`src/rtl/tdm_cal_loader.sv`:
```
// tdm_cal_loader: write side of the Rx TDM calendar.
// Software writes a shadow calendar and end pointer through the config port.
// A commit copies shadow to active only on a walker wrap, so the active table
// never changes in the middle of a walk. The FSM state is visible on commitPending.
//
// Handshake: all config inputs are single-cycle qualifiers (cfgWrEn, cfgEndWrEn,
// cfgCommit, cfgRdEn) sampled on the rising edge. There is no backpressure.
// cfgRdVld, commitDone and cfgErr are single-cycle pulses one cycle after the
// qualifying edge.
module tdm_cal_loader #(
  parameter int WIDTH = 5,
  parameter int DEPTH = 96,
  parameter int AW    = 7
) (
  input  logic                   clockCore,
  input  logic                   resetCore,
  input  logic                   cfgWrEn,
  input  logic [AW-1:0]          cfgAddr,
  input  logic [WIDTH-1:0]       cfgWrData,
  input  logic                   cfgEndWrEn,
  input  logic [AW-1:0]          cfgEndPtr,
  input  logic                   cfgCommit,
  input  logic                   cfgRdEn,
  input  logic [AW-1:0]          cfgRdAddr,
  output logic [WIDTH-1:0]       cfgRdData,
  output logic                   cfgRdVld,
  input  logic                   walkWrap,
  output logic [DEPTH*WIDTH-1:0] calEntryBus,
  output logic [AW-1:0]          walkEndPtr,
  output logic                   commitPending,
  output logic                   commitDone,
  output logic                   cfgErr
);

  localparam logic [AW-1:0]    LAST_IDX  = AW'(DEPTH - 1);
  localparam logic [WIDTH-1:0] ENTRY_RST = '1;

  typedef enum logic {
    IDLE = 1'b0,
    PEND = 1'b1
  } state_t;

  state_t state_q;
  state_t state_d;

  logic [WIDTH-1:0] shadow [DEPTH];
  logic [AW-1:0]    shadow_end;

  logic in_idle;
  logic wr_in_range;
  logic end_in_range;
  logic rd_in_range;
  logic wr_ok;
  logic end_ok;
  logic bad_access;
  logic copy_en;

  // Access qualification: shadow is writable only in IDLE and only in range.
  always_comb begin
    in_idle      = (state_q == IDLE);
    wr_in_range  = (cfgAddr <= LAST_IDX);
    end_in_range = (cfgEndPtr <= LAST_IDX);
    rd_in_range  = (cfgRdAddr <= LAST_IDX);
    wr_ok        = cfgWrEn && in_idle && wr_in_range;
    end_ok       = cfgEndWrEn && in_idle && end_in_range;
    // One error pulse per offending cycle, however many accesses were bad.
    bad_access   = (cfgWrEn && !(in_idle && wr_in_range)) ||
                   (cfgEndWrEn && !(in_idle && end_in_range)) ||
                   (cfgRdEn && !rd_in_range);
    // A wrap in the same cycle as the commit request does not copy.
    copy_en      = (state_q == PEND) && walkWrap;
  end

  // Next-state logic: commit arms the FSM, the next walker wrap completes it.
  always_comb begin
    state_d = state_q;
    case (state_q)
      IDLE:    if (cfgCommit) state_d = PEND;
      PEND:    if (walkWrap)  state_d = IDLE;
      default: state_d = IDLE;
    endcase
  end

  // State register; reset drops any pending commit.
  always_ff @(posedge clockCore) begin
    if (resetCore) state_q <= IDLE;
    else           state_q <= state_d;
  end

  assign commitPending = (state_q == PEND);

  // Shadow table and shadow end pointer, written by software while IDLE.
  always_ff @(posedge clockCore) begin
    if (resetCore) begin
      for (int i = 0; i < DEPTH; i++) shadow[i] <= ENTRY_RST;
      shadow_end <= LAST_IDX;
    end else begin
      if (wr_ok)  shadow[cfgAddr] <= cfgWrData;
      if (end_ok) shadow_end      <= cfgEndPtr;
    end
  end

  // Active table: loads from shadow only on the wrap edge of a pending commit.
  always_ff @(posedge clockCore) begin
    if (resetCore) begin
      calEntryBus <= '1;
      walkEndPtr  <= LAST_IDX;
    end else if (copy_en) begin
      for (int i = 0; i < DEPTH; i++) calEntryBus[i*WIDTH +: WIDTH] <= shadow[i];
      walkEndPtr <= shadow_end;
    end
  end

  // Shadow readback with one cycle of latency; out-of-range reads return zero.
  always_ff @(posedge clockCore) begin
    if (resetCore) begin
      cfgRdData <= '0;
      cfgRdVld  <= 1'b0;
    end else begin
      cfgRdVld <= cfgRdEn;
      if (cfgRdEn) cfgRdData <= rd_in_range ? shadow[cfgRdAddr] : '0;
    end
  end

  // Status pulses: commit completion and rejected accesses.
  always_ff @(posedge clockCore) begin
    if (resetCore) begin
      commitDone <= 1'b0;
      cfgErr     <= 1'b0;
    end else begin
      commitDone <= copy_en;
      cfgErr     <= bad_access;
    end
  end

endmodule

```
`config.mk`:
```
export PLATFORM = sky130hd
export DESIGN_NAME = tdm_cal_loader
export DESIGN_NICKNAME = d
export VERILOG_FILES = /design/src/rtl/tdm_cal_loader.sv
export SDC_FILE = /design/constraint.sdc
export NUM_CORES = 1
export LEC_CHECK = 0
export CAP_MARGIN = 10
export CORE_MARGIN = 5
export CORE_UTILIZATION = 52
export DETAILED_ROUTE_END_ITERATION = 10
export HOLD_SLACK_MARGIN = 0.1
export PLACE_DENSITY = 0.76
export SETUP_SLACK_MARGIN = 0.1
export SYNTH_ARGS = -nofsm -noshare
export SYNTH_HDL_FRONTEND = slang
export SYNTH_SLANG_ARGS = --single-unit
```
`constraint.sdc`:
```
create_clock -name clockCore -period 6.5 [get_ports clockCore]
set_input_delay 1.3 -clock clockCore [delete_from_list [all_inputs] [get_ports clockCore]]
set_output_delay 1.3 -clock clockCore [all_outputs]
set_load 0.05 [all_outputs]
```
==> Word-level counts from Yosys, hierarchy flattened <==
Memories as Yosys holds them, arrays and structs flattened. A register that Yosys moved wholly into a read port is not among the register bits.
Index checks and enable logic that the tools add are counted.
{ "classes": {"n_reduce_logical": 16, "bitwise": 1, "n_lt_le_gt_ge": 3, "muxes": 12} }
{ "op_table": {"columns": ["op", "n"], "rows": [
  ["7-bit <= comparator (second input constant)", 3],
  ["1-bit logical AND", 10],
  ["5-bit 2-to-1 mux", 2],
  ["1-bit 2-to-1 mux", 8],
  ["7-bit 2-to-1 mux", 1],
  ["5-bit OR reduction", 1],
  ["1-bit logical NOT", 3],
  ["1-bit logical OR", 2],
  ["1-bit one-hot mux with 2 select lines", 1],
  ["1-bit inverter", 1]
]} }
{ "word_totals": {"ram_bits": 480, "ff_bits": 23, "memories": 1} }
{ "memory_table": {"columns": ["memory", "words", "word_bits", "rd", "rd_ports_with_merged_regs", "wr", "line_no", "source"], "rows": [
  ["shadow", 96, 5, 97, 96, 96, "46", "logic [WIDTH-1:0] shadow [DEPTH];"]
]} }

==> Depth between registers and ports, before layout <==
Gate-level depths: netlist of run 1.
{ "depth": {"depth_word": 8, "ltp_mapped": 9, "depth_no_buf": 5} }

==> Least setup slack after synthesis of run 1 <==
No wires, ideal clock.
{ "synth_timing": {"kind": "input to register", "from": "input port cfgAddr[6]", "to": "memory shadow[26][0], enable pin", "path_slack_ns": 3.307, "setup_time_ns": 0.349, "cell_stages": 6, "n_path_buf": 2, "arrival_ns": 2.844, "path_cell_list": "a21oi_1 -> nor3b_2 -> nand3_1 -> clkbuf_1 -> clkbuf_1 -> o21bai_1"} }
{ "synth_rtl": {"columns": ["element", "line_no", "source"], "rows": [
  ["start, declared", "18", "input logic [AW-1:0] cfgAddr,"],
  ["end, declared", "46", null]
]} }

==> flow_metrics.tcl, run 1 <==
set metrics [dict create \
    clock_skew_ps 18.7 \
    yosys-top-cells-area "edfxtp_1, dfxtp_1, o22a_1" \
    ys_ff_latch 983 \
    synth_fp_nets 2784 \
    hold_viol 0 \
    antenna_found_initial 3 \
    worst_path_max_delay_cell "nand2_2" \
    numCtsBuffers 98 \
    dp_hpwl_um 80100 \
    via_per_inst 6.40 \
    max_clock_freq_mhz 228 \
    reg2reg_depth 4 \
    drive_gt1_share_pct 12.0 \
    cp_max_fo 60 \
    finalSetupTns_ps 0 \
    grt_pass1_wl_um 171000 \
    min_period_ps 4390 \
    p_leak_uw 0.0145 \
    grtUsageTotal_pct 28.9 \
    slew_violations 0 \
    tightest_slew_ps 1200 \
    crit_path_cell_trace "clkdlybuf4s50_1 -> a21oi_1 -> nor3b_2 -> nand2_2 -> o21bai_1" \
    grt_setup_unrepaired "no" \
    rows 99 \
    max-vdd-ir-drop_v 0.000211 \
    max_slew_margin_pct 19.4 \
    layout_common_cells "clkdlybuf4s50_1, dfxtp_1, o22a_1, edfxtp_1, or3_1" \
    wl_per_cell_um 28.5 \
    setup_viol 0 \
    clk_latency_ps 660 \
    worstReg2RegStart "commitPending" \
    nets 3125 \
    end_kind "register" \
    start_util_pct 52.2 \
    drtIter0Drc 2969 \
    pre_cts_slack_ps 1570 \
    drv_cap 0 \
    portBuffers 528 \
    status "finished clean" \
    avgSynthCellArea_sq_um 13.8 \
    ys_warn_count 0 \
    cp-endpoint "shadow[92][4]" \
    crit_type "input port to register" \
    ys_seq_area_share_pct 64.6 \
    ios 529 \
    finalPower_uw 13800 \
    postPlaceCellArea_sq_um 43500 \
    required_ps 6790 \
    clkSinkCount 983 \
    vias 26485 \
    cts_buffer_depth 3 \
    worstPathArrival_ps 4680 \
    synth_top_area_share_pct 38.0 \
    die_h_um 280 \
    routed_wl_um 118000 \
    drt_first_pass_iters 5 \
    grt_start_max_net_pins 215 \
    critPathLaunchType "input port" \
    grt-ovfl-total 0 \
    syn_area_sq_um 37900 \
    hold_path.class "register to register" \
    postCtsHoldBufs 0 \
    cp-startpoint "cfgAddr[6]" \
    clk_pin_slew_ps 60 \
    fin_crit_sh_pct 67.6 \
    max_stage_delay_ps 950 \
    fill_cells 5218 \
    dieArea_sq_um 78400 \
    final_area_sq_um 47000 \
    die_w_um 280 \
    reg2reg_slack_ps 2900 \
    synthCells 2751 \
    antenna_left 0 \
    grt_pass1_vias 25620 \
    drc 0 \
    holdPathStages 1 \
    final_common_cell "clkdlybuf4s50_1" \
    syn2layout_area_growth_pct 24.0 \
    core-area_sq_um 72600 \
    p_per_area_nw_per_um2 293 \
    synth_top_cell_by_area "edfxtp_1" \
    post_cts_resized 0 \
    ys_types 40 \
    h-tree-depth 3 \
    final.setup.worst_slack_ps 2110 \
    final_util_pct 64.8 \
    cts_setup_buffers 0 \
    timing.rr.end "shadow[92][4]" \
    clockRootBuffer "clkbuf_16" \
    place.gp.congestion 0.909 \
    cts_tree "yes" \
]
layout make-up:
| type | instances | area (sq um) | share of cell area [%] |
|---|---|---|---|
| timing repair buffer | 563 | 5700 | 12.1 |
| tap | 959 | 1200 | 2.55 |
| clock buffer | 143 | 2950 | 6.28 |
| antenna | 1 | 2.50 | 0.00532 |
| inverter | 5 | 18.8 | 0.0399 |
| sequential | 983 | 24500 | 52.1 |
| multi-input combinational | 1441 | 12200 | 25.9 |
| clock inverter | 42 | 483 | 1.03 |
cell usage after synthesis (all sizes together):
library cell	instances
a211o	5
a211oi	14
a21oi	9
a221oi	5
a22oi	9
a31oi	2
and3	9
buf	56
clkbuf	266
dfxtp	503
edfxtp	480
inv	5
mux2	30
mux2i	26
mux4	100
nand2	34
nand2b	11
nand3	19
nand3b	3
nand4	7
nor2	18
nor2b	22
nor3	6
nor3b	3
nor4	5
o21ai	6
o21bai	89
o221ai	5
o22a	491
o22ai	20
o311ai	4
o31ai	1
or2	39
or3	447
or3b	2
worst max-delay path: cells and delay by family:
kind	cells	cell delay, ps
simple gates	2	1760
compound gates	2	1080
buf+inv	1	510
power breakdown:
part / leakage (uW) / total [uW] / switching, uW / internal [uW]
combinational: 0.00466 / 1060 / 725 / 339
clock: 0.00169 / 5930 / 2400 / 3530
sequential: 0.00814 / 6770 / 129 / 6640
layer usage:
| layer | vias up | routed length, um | GRT usage, % |
|---|---|---|---|
| met5 | - | 7 | 0 |
| met4 | 2 | 4150 | 9.53 |
| met3 | 235 | 11800 | 6.50 |
| met2 | 1485 | 56400 | 47.1 |
| met1 | 13348 | 45400 | 38.8 |
| li1 | 11415 | - | - |
through the flow:
step           instances  hold WS [ps]
3_3_place_gp        3946           445
4_1_cts             4131           470
2_1_floorplan       2751           424
3_5_place_dp        3946           457
6_report            4137           468
5_1_grt             4136           486
flip-flops by register name, summed over array words and instances, names as in the netlist:
name	count
walkEndPtr	7
cfgRdVld	1
cfgErr	1
calEntryBus	480
shadow	480
commitDone	1
shadow_end	7
commitPending	1
cfgRdData	5
kinds of logic after synthesis:
kind of cell / Yosys count / share of synthesized area, %
DFF: 983 / 64.6
AOI/OAI and AO/OA: 660 / 14.6
and+or+nand+nor: 625 / 9.93
buffers and inverters: 327 / 3.42
muxes: 156 / 7.52
worst min-delay path by stage:
stage | start | endpoint | slack [ps]
final | shadow_end[3] | shadow_end[3] | 470
after global routing | shadow[91][0] | calEntryBus[455] | 490
after CTS | shadow_end[3] | shadow_end[3] | 470
after detailed placement | shadow_end[3] | shadow_end[3] | 460
after global placement | shadow_end[1] | walkEndPtr[1] | 440
after floorplan | shadow_end[5] | walkEndPtr[5] | 420
Power figures use the tool's default switching activity.
==> inputs of run 2 (changes only) <==
==> constraint.sdc (replaced) <==
create_clock -name clockCore -period 4.49 [get_ports clockCore]
set_input_delay 0.898 -clock clockCore [delete_from_list [all_inputs] [get_ports clockCore]]
set_output_delay 0.898 -clock clockCore [all_outputs]
set_load 0.05 [all_outputs]
==> run 2 against run 1 <==
Against the previous run: die area stayed put; via count grew 0.88%; largest power group unchanged; critical path depth grew 2; sequential share of layout area is 0.11 points lower; clock skew fell by 1.1 ps; count of clock-buffer cells in the layout grew 8; power grew 43%; worst hold slack got worse by 1.6 ps.
==> flow_metrics.tcl, run 2 (synthesis gave the netlist of run 1 again) <==
set metrics [dict create \
    grt_setup_unrepaired "no" \
    die_h_um 280 \
    wl_per_cell_um 28.7 \
    cts_tree "yes" \
    fin_crit_sh_pct 72.1 \
    max_stage_delay_ps 500 \
    routed_wl_um 120000 \
    pre_cts_slack_ps 667 \
    cts_buffer_depth 3 \
    core-area_sq_um 72600 \
    timing.rr.end "shadow[38][2]" \
    vias 26719 \
    dieArea_sq_um 78400 \
    hold_ws_ps 466 \
    worstPathArrival_ps 3530 \
    final_common_cell "clkdlybuf4s50_1" \
    grt_start_max_net_pins 132 \
    clock_skew_ps 17.6 \
    tightest_slew_ps 1150 \
    clockRootBuffer "clkbuf_16" \
    grtUsageTotal_pct 29.3 \
    place.gp.congestion 0.882 \
    h-tree-depth 3 \
    hold_viol 0 \
    final.setup.worst_slack_ps 1250 \
    setup_viol 0 \
    dp.cells 3984 \
    critPathLaunchType "input port" \
    grt_pass1_vias 26069 \
    p_per_area_nw_per_um2 417 \
    via_per_inst 6.41 \
    clkSinkCount 983 \
    crit_type "input port to register" \
    seq_area_sq_um 24500 \
    layoutNonFillerInstCount 4169 \
    drv_cap 0 \
    worstHoldStart "shadow_end[0]" \
    reg.largest.list "calEntryBus: 480 flops, shadow: 480 flops" \
    rows 99 \
    p_leak_uw 0.0146 \
    nets 3157 \
    clk_pin_slew_ps 60 \
    min_period_ps 3240 \
    grt_pass1_wl_um 173000 \
    ios 529 \
    reg2reg_slack_ps 1670 \
    worst_path_max_delay_cell "clkdlybuf4s50_1" \
    finalSetupTns_ps 0 \
    reg2reg_depth 6 \
    numCtsBuffers 97 \
    crit_path_cell_trace "clkdlybuf4s50_1 -> a21oi_1 -> nor3b_2 -> buf_4 -> nand2_2 -> buf_4 -> o21bai_1" \
    hold_end "walkEndPtr[0]" \
    antenna_found_initial 1 \
    cp_max_fo 37 \
    slew_violations 0 \
    start_util_pct 52.2 \
    required_ps 4780 \
    worstReg2RegStart "commitPending" \
    drt_first_pass_iters 8 \
    max_slew_margin_pct 23.7 \
    finalPower_uw 19700 \
    multi_input_area_sq_um 12200 \
    dp_hpwl_um 82900 \
    syn2layout_area_growth_pct 24.3 \
    antenna_left 0 \
    portBuffers 528 \
    grt-ovfl-total 0 \
    max-vdd-ir-drop_v 0.000256 \
    drive_gt1_share_pct 12.8 \
    fill_cells 5146 \
    die_w_um 280 \
    clk_latency_ps 650 \
    post_cts_resized 0 \
    end_kind "register" \
    cpMostUsedCell "buf_4" \
    holdPathStages 1 \
    drc 0 \
    postCtsHoldBufs 0 \
    max_clock_freq_mhz 309 \
    status "finished clean" \
    layout_common_cells "clkdlybuf4s50_1, dfxtp_1, o22a_1, edfxtp_1, or3_1" \
    hold_path.class "register to register" \
    cts_setup_buffers 0 \
    drtIter0Drc 2965 \
]
## run 2: changes by cell type in the layout (fill, tap and decap cells not counted), sizes merged
cell,delta
inv,-3
clkbuf,+8
clkinvlp,+2
buf,+33
bufinv,-7
clkinv,-1
## run 2: report_power, final
group,internal (uW),switching (uW),leakage [uW]
registers,9610,193,0.00814
logic,502,1050,0.00478
clock network,4870,3420,0.00165
## run 2: stage by stage
step	utilization, %	area, sq um
floorplan	-	37900
global placement	60.3	43800
detailed placement	60.3	43800
CTS	64.9	47100
global route	64.9	47100
finish	64.9	47100
## run 2: how the worst max path moves through the flow
stage                    start       endpoint  slack [ps]  cells past startpoint
detailed placement  cfgAddr[6]  shadow[38][1]         670                      7
floorplan           cfgAddr[6]  shadow[26][0]        1700                      6
global route        cfgAddr[6]  shadow[30][4]        1110                      7
global placement    cfgAddr[6]  shadow[38][2]         770                      7
CTS                 cfgAddr[6]  shadow[38][2]        1330                      7
finish              cfgAddr[6]  shadow[38][2]        1250                      7
## run 2: cell type report
type | instances | share of cell area (%)
Antenna cell | 1 | 0.00531
Clock buffer | 151 | 6.56
Clock inverter | 33 | 0.523
Inverter | 5 | 0.0398
Multi-Input combinational cell | 1441 | 25.9
Sequential cell | 983 | 51.9
Tap cell | 959 | 2.55
Timing Repair Buffer | 596 | 12.5
## run 2: layer usage
| layer | up-vias | part of all wire (%) | track usage, % |
|---|---|---|---|
| met3 | 238 | 11 | 7.05 |
| met1 | 13338 | 37 | 38.4 |
| met5 | - | 0 | 0 |
| li1 | 11501 | - | - |
| met4 | 0 | 3.6 | 10.2 |
| met2 | 1642 | 48 | 48.2 |
## run 2: worst max-delay path: cells and delay by family
kind	cells	cell delay [ps]
simple gates	2	730
buf+inv	3	1160
compound gates	2	710
